**config.mk**
```make
export PLATFORM = sky130hd
export DESIGN_NAME = theta_col_stage
export DESIGN_NICKNAME = d
export VERILOG_FILES = /design/src/rtl/theta_col_stage.sv
export SDC_FILE = /design/constraint.sdc
export NUM_CORES = 2
export LEC_CHECK = 0
export CAP_MARGIN = 10
export CORE_MARGIN = 4
export CORE_UTILIZATION = 50
export DETAILED_ROUTE_END_ITERATION = 8
export PLACE_DENSITY = 0.66
export SLEW_MARGIN = 20
export SYNTH_ARGS = -nofsm -noshare
export SYNTH_HDL_FRONTEND = slang
export SYNTH_SLANG_ARGS = --single-unit
export TNS_END_PERCENT = 30
```
**constraint.sdc**
```tcl
create_clock -name clk -period 4.94 [get_ports clk]
set_input_delay 0.988 -clock clk [delete_from_list [all_inputs] [get_ports clk]]
set_output_delay 0.988 -clock clk [all_outputs]
set_load 0.01 [all_outputs]
```
**src/rtl/theta_col_stage.sv**
```systemverilog
// Keccak theta column stage: buffers 25 lanes, forms column parities, emits theta-mixed lanes.
// Latency: CALC one cycle after lane 24 is accepted, first output the cycle after that; done pulses after idx 24.
// Backpressure: in_ready only in LOAD; outputs hold while out_ready=0. `COL_PARITY_PORT_EN adds col_par.
module theta_col_stage #(
    parameter int W = 64
) (
    input  logic           clk,
    input  logic           rst,
    input  logic           init0,
    input  logic           in_valid,
    output logic           in_ready,
    input  logic [W-1:0]   in_lane,
    output logic           out_valid,
    input  logic           out_ready,
    output logic [W-1:0]   out_lane,
    output logic [4:0]     out_idx,
    output logic           done
`ifdef COL_PARITY_PORT_EN
    ,
    output logic [5*W-1:0] col_par
`endif
);

    localparam logic [1:0] LOAD = 2'd0;
    localparam logic [1:0] CALC = 2'd1;
    localparam logic [1:0] EMIT = 2'd2;

    logic [1:0]   state;
    logic [4:0]   in_cnt;
    logic [4:0]   out_cnt;
    // x coordinates tracked alongside the counts so no modulo-5 logic is needed
    logic [2:0]   in_x;
    logic [2:0]   out_x;
    logic [W-1:0] lane_buf [25];
    logic [W-1:0] c [5];
    logic [W-1:0] d [5];
    logic         in_fire;
    logic         out_fire;

    assign in_ready  = (state == LOAD);
    assign out_valid = (state == EMIT);
    assign in_fire   = in_ready && in_valid;
    assign out_fire  = out_valid && out_ready;
    assign out_idx   = out_cnt;
    assign out_lane  = lane_buf[out_cnt] ^ d[out_x];

`ifdef COL_PARITY_PORT_EN
    assign col_par = {c[4], c[3], c[2], c[1], c[0]};
`endif

    always_ff @(posedge clk) begin
        if (in_fire) begin
            lane_buf[in_cnt] <= in_lane;
        end
    end

    always_ff @(posedge clk or negedge rst) begin
        if (!rst) begin
            state   <= LOAD;
            in_cnt  <= 5'd0;
            out_cnt <= 5'd0;
            in_x    <= 3'd0;
            out_x   <= 3'd0;
            done    <= 1'b0;
            for (int x = 0; x < 5; x++) begin
                c[x] <= '0;
                d[x] <= '0;
            end
        end else if (init0) begin
            state   <= LOAD;
            in_cnt  <= 5'd0;
            out_cnt <= 5'd0;
            in_x    <= 3'd0;
            out_x   <= 3'd0;
            done    <= 1'b0;
            for (int x = 0; x < 5; x++) begin
                c[x] <= '0;
            end
        end else begin
            done <= 1'b0;
            case (state)
                LOAD: begin
                    if (in_fire) begin
                        c[in_x] <= c[in_x] ^ in_lane;
                        in_x    <= (in_x == 3'd4) ? 3'd0 : in_x + 3'd1;
                        if (in_cnt == 5'd24) begin
                            in_cnt <= 5'd0;
                            state  <= CALC;
                        end else begin
                            in_cnt <= in_cnt + 5'd1;
                        end
                    end
                end
                CALC: begin
                    for (int x = 0; x < 5; x++) begin
                        d[x] <= c[(x + 4) % 5] ^ {c[(x + 1) % 5][W-2:0], c[(x + 1) % 5][W-1]};
                    end
                    state <= EMIT;
                end
                EMIT: begin
                    if (out_fire) begin
                        if (out_cnt == 5'd24) begin
                            out_cnt <= 5'd0;
                            out_x   <= 3'd0;
                            in_cnt  <= 5'd0;
                            in_x    <= 3'd0;
                            done    <= 1'b1;
                            state   <= LOAD;
                            for (int x = 0; x < 5; x++) begin
                                c[x] <= '0;
                            end
                        end else begin
                            out_cnt <= out_cnt + 5'd1;
                            out_x   <= (out_x == 3'd4) ? 3'd0 : out_x + 3'd1;
                        end
                    end
                end
                default: state <= LOAD;
            endcase
        end
    end

endmodule
```
Yosys cells after proc, flatten, opt, wreduce, memory -nomap -nowiden
Memories as Yosys holds them, arrays and structs flattened.
Index checks and enable logic that the tools add are counted.
{ "totals": {"mem_bits_rw": 1600, "output_inout_bits": 72, "word_cells": 102, "mem_count": 1, "regBits": 659} }
{ "mem_list": {"columns": ["name", "depth", "word_bits", "rd", "rd_clocked_by_memory_dff", "wr", "line_no", "rtl"], "rows": [
  ["lane_buf", 25, 64, 1, 0, 1, "34", "logic [W-1:0] lane_buf [25];"]
]} }
{ "op_classes": {"n_addsub": 4, "n_eq_ne": 10, "n_reduce_logical": 11, "order_cmp": 3, "bitwise_logic": 10, "n_mux": 47} }
{ "op_table": {"columns": ["operator", "count"], "rows": [
  ["$mux 320", 4],
  ["$pmux 320 s2", 1],
  ["$xor 64x64->64", 7],
  ["$bmux 64 s3", 2],
  ["$bwmux 320", 1],
  ["$mux 64", 5],
  ["$demux 64 s3", 1],
  ["$mux 5", 9],
  ["$mux 3", 10],
  ["$ne 3x2->1 const B", 4],
  ["$add 5x1->5 const B", 2],
  ["$eq 5x5->1 const B", 2],
  ["$mux 2", 5],
  ["$pmux 5 s2", 1],
  ["$ge 4x4->1 const B", 2],
  ["$not 3->4", 2],
  ["$reduce_and 4->1", 2],
  ["$add 3x1->3 const B", 2],
  ["$eq 3x3->1 const B", 2],
  ["$mux 1", 6],
  ["$pmux 2 s3", 1],
  ["$pmux 3 s2", 1],
  ["$lt 4x1->1 const B", 1],
  ["$reduce_and 2->1", 2],
  ["7 further kinds", 10]
]} }

Depth between registers and ports, before layout
{ "depth": {"depth_word": 9, "depth_mapped": 14} }

Worst setup path after synthesis
No wires, ideal clock.
{ "synth_timing": {"kind": "input to register", "start": "in in_valid", "end": "mem lane_buf[21][0] (enable)", "t_arrival_ns": 4.011, "stages": 3, "required_time_ns": 4.453, "n_path_buf": 0, "setup_slack_ns": 0.443, "path_cell_list": "and2_1 > nand2_1 > nor2_1"} }
{ "synth_via": {"elab_chain_len": 3} }
{ "synth_lines": {"columns": ["item", "line_no", "rtl"], "rows": [
  ["from (decl)", "10", "input logic in_valid,"],
  ["$logic_and 1x1->1", "42", "assign in_fire = in_ready && in_valid;"],
  ["$mux 1", "52", "if (in_fire) begin"],
  ["$mux 1 (implied by the code)", "53", "lane_buf[in_cnt] <= in_lane;"],
  ["to (decl)", "34", null]
]} }
No other way between the ends.

Worst setup path after layout
{ "layout_timing": {"start": "reg out_cnt[2] (netlist: out_idx[2])", "end": "out out_lane[32]"} }
{ "layout_via": {"elab_chain_len": 2} }
{ "layout_lines": {"columns": ["item", "line_no", "rtl"], "rows": [
  ["from (decl)", "30", "logic [4:0] out_cnt;"],
  ["from (signal assigned)", "113", "out_cnt <= out_cnt + 5'd1;"],
  ["$mem_v2 25x64", null, null],
  ["$xor 64x64->64", "45", "assign out_lane = lane_buf[out_cnt] ^ d[out_x];"],
  ["to (decl)", "15", "output logic [W-1:0] out_lane,"]
]} }
No other way between the ends.

==> out/results.txt <==
Design area -> 0.107 sq mm
Seq/Total Area, Yosys -> 69.1%
Yosys top cell area share -> 51.4%
Max-cap violations -> 0
Mapped cell area -> 0.0935 sq mm
Setup tns final -> -0.0889 ns
Max Fclk -> 0.199 GHz
Multi-input logic area -> 0.0275 sq mm
H-tree levels -> 4
Initial antenna violation count -> 15
Synthesis-to-finish area growth -> 14.5%
Power Density -> 368 mW/mm^2
DR vias/cell -> 6.36
WP data required -> 3.95 ns
Met2 WL -> 129000 microns
Leakage -> 36.9 nW
IO Count -> 141
# setup viols final -> 2
Hold buffers post-CTS -> 0
Synth Register Bits -> 2259
Layout fillers -> 14200
CP Class -> reg -> out
Antenna viol nets, final -> 0
Overall Power -> 39.4 mW
Setup WS pre-CTS -> 0.321 ns
Slew Viols, Final -> 0
Die Height -> 440 microns
Status -> complete, but fails checks
Most numerous cell in the Yosys netlist -> edfxtp_1
Final hold slack -> 0.131 ns
DRC -> 0
Final WS setup -> -0.0792 ns
Endpoint class of the critical path -> output pin
RSZ-0062 raised after global routing -> yes
First-pass GRT wire length -> 394000 microns
First drt pass iteration count -> 8
CTS tree -> done
Die area -> 0.194 sq mm
Grt total ovfl -> 0
Clock Pin Slew Worst Setup and Hold Paths -> 0.06 ns
Syn nets -> 6060
DP Wirelength -> 161000 microns
Metal-1 WL -> 108000 microns
Minimum clock period -> 5.02 ns
IO Port Bufs -> 140
Async set or reset register ratio after synthesis -> 29.2%
Critical path fanouts, max -> 56
Skew-Pair Late Insertion Delay -> 0.86 ns
VDD IR max -> 0.000296 V
GRT Util Overall -> 28.0%
Die width -> 440 microns
CP startpoint kind -> flop
Layout cells sized above 1 -> 16.9%
Placed Instance Area -> 0.0992 sq mm
Number of global-route vias before repair -> 56000
Clock skew -> 0.0235 ns
Synth cell types -> 62
Top routing layer used -> met5
Slew @ Worst Pin -> 1.21 ns
1st-iter DRT viols -> 6182
Core ar. -> 0.186 sq mm
Main synth FF type -> edfxtp_1
Fin nets -> 6303
DR WL/cell -> 30.8 microns
Cell count after synthesis -> 5981
Root Driver -> clkbuf_16
Clock tree buffer depth -> 3
Reg area -> 0.0646 sq mm
Hold Crit Class -> in -> async
Fin. Hold Viols -> 0
Slew margin rel. -> 19.2%
Ys Warns -> 0
Final worst-path cycle share -> 102%
Starting density of the core -> 50.3%
Failing checks -> setup timing
Critical path arrival -> 4.03 ns
Drt total wl -> 274000 microns
TritonCTS Buffers -> 218
Average size of a mapped cell -> 15.6 sq um
Largest net degree at the start of global routing -> 162
EDFF count, synth -> 1600
Sink Count -> 2259
Area contributors post-synth -> edfxtp_1 (51%), dfrtp_1 (18%), mux2i_1 (5.2%), mux4_2 (4.9%), xnor2_1 (3.4%)
Area leader, netlist -> edfxtp_1
Met3 wire length -> 25900 microns
GPL Wtd Cong -> 0.832
Site row count -> 158
Via count -> 56600
Top cells by count, synth -> edfxtp_1 (1600), dfrtp_1 (659), mux2i_1 (483)
[state kept, by name, summed over array words and instances, names as in the netlist]
| signal | count |
|---|---|
| out_x | 3 |
| out_idx | 5 |
| in_x | 3 |
| d | 320 |
| lane_buf | 1600 |
| c | 320 |
| done | 1 |
| state | 2 |
| in_cnt | 5 |
[kinds of logic after synthesis]
family	after synthesis	share of synthesized area [%]
fa+ha+maj	10	0.134
mux	763	11.0
compound gates	1351	10.2
flops	2259	69.1
buf+inv	417	2.23
simple gates	733	3.15
xor+xnor	448	4.20
[cell usage in the layout, fill, tap and decap left out, drive strengths merged, types with 202 or more instances in the layout]
cell | Yosys | layout
mux2i | 483 | 483
a21oi | 354 | 354
edfxtp | 1600 | 1600
a22oi | 386 | 386
nand2 | 267 | 267
a22o | 322 | 322
nor2 | 393 | 393
xnor2 | 359 | 359
buf | 183 | 300
clkbuf | 221 | 299
dfrtp | 659 | 659
mux4 | 202 | 202
[power breakdown]
group          internal [mW]  switching, mW  total (mW)
clock network           9.42           7.09        16.5
registers               20.6          0.234        20.8
logic                  0.666           1.38        2.04
[metrics by stage]
stage | utilization (%) | cells
6_report | 57.7 | 8899
5_1_grt | 57.6 | 8894
4_1_cts | 57.6 | 8882
3_5_place_dp | 53.4 | 8463
3_3_place_gp | 53.4 | 8463
2_1_floorplan | - | 5981
[critical path, stage by stage (launching register included)]
cell	delay [ns]
dfrtp_4	0.60
buf_4	0.22
nor2_4	0.23
buf_12	0.38
a22oi_1	0.18
nand2_1	0.11
o221ai_2	0.27
xor2_1	0.51
clkdlybuf4s50_1	0.65
[cell type report]
class | count | share of cell area (%)
sequential | 2259 | 60.3
multi-input combinational | 3307 | 25.7
clock buffer | 295 | 5.72
timing repair buffer | 425 | 4.34
tap | 2480 | 2.90
clock inverter | 111 | 0.886
inverter | 13 | 0.0526
antenna | 9 | 0.0210
[repair_timing]
item,CTS,global route
resized for setup,62,16
setup endpoints to repair,62,37
buffers inserted,10,3
cloned,3,4
pin swaps,9,3
[metal layers]
metal / up-vias / global-route usage (%)
met4: 2 / 10.3
met2: 3061 / 44.5
met3: 565 / 5.20
met1: 29400 / 38.9
li1: 23600 / -
met5: - / 0
[path summary, 6_finish.rpt]
kind | from | to | slack (ns) | cells past startpoint
worst max-delay path | out_idx[2] | out_lane[32] | -0.08 | 8
max in group asynchronous | rst | c[190] | 3.67 | 2
min in group clk | d[69] | d[69] | 0.52 | 2
worst min-delay path | rst | c[174] | 0.13 | 1
worst max register to register | out_idx[1] | c[55] | 0.96 | 10
worst min register to register | d[69] | d[69] | 0.52 | 2
(Power assumes the default switching activity.)
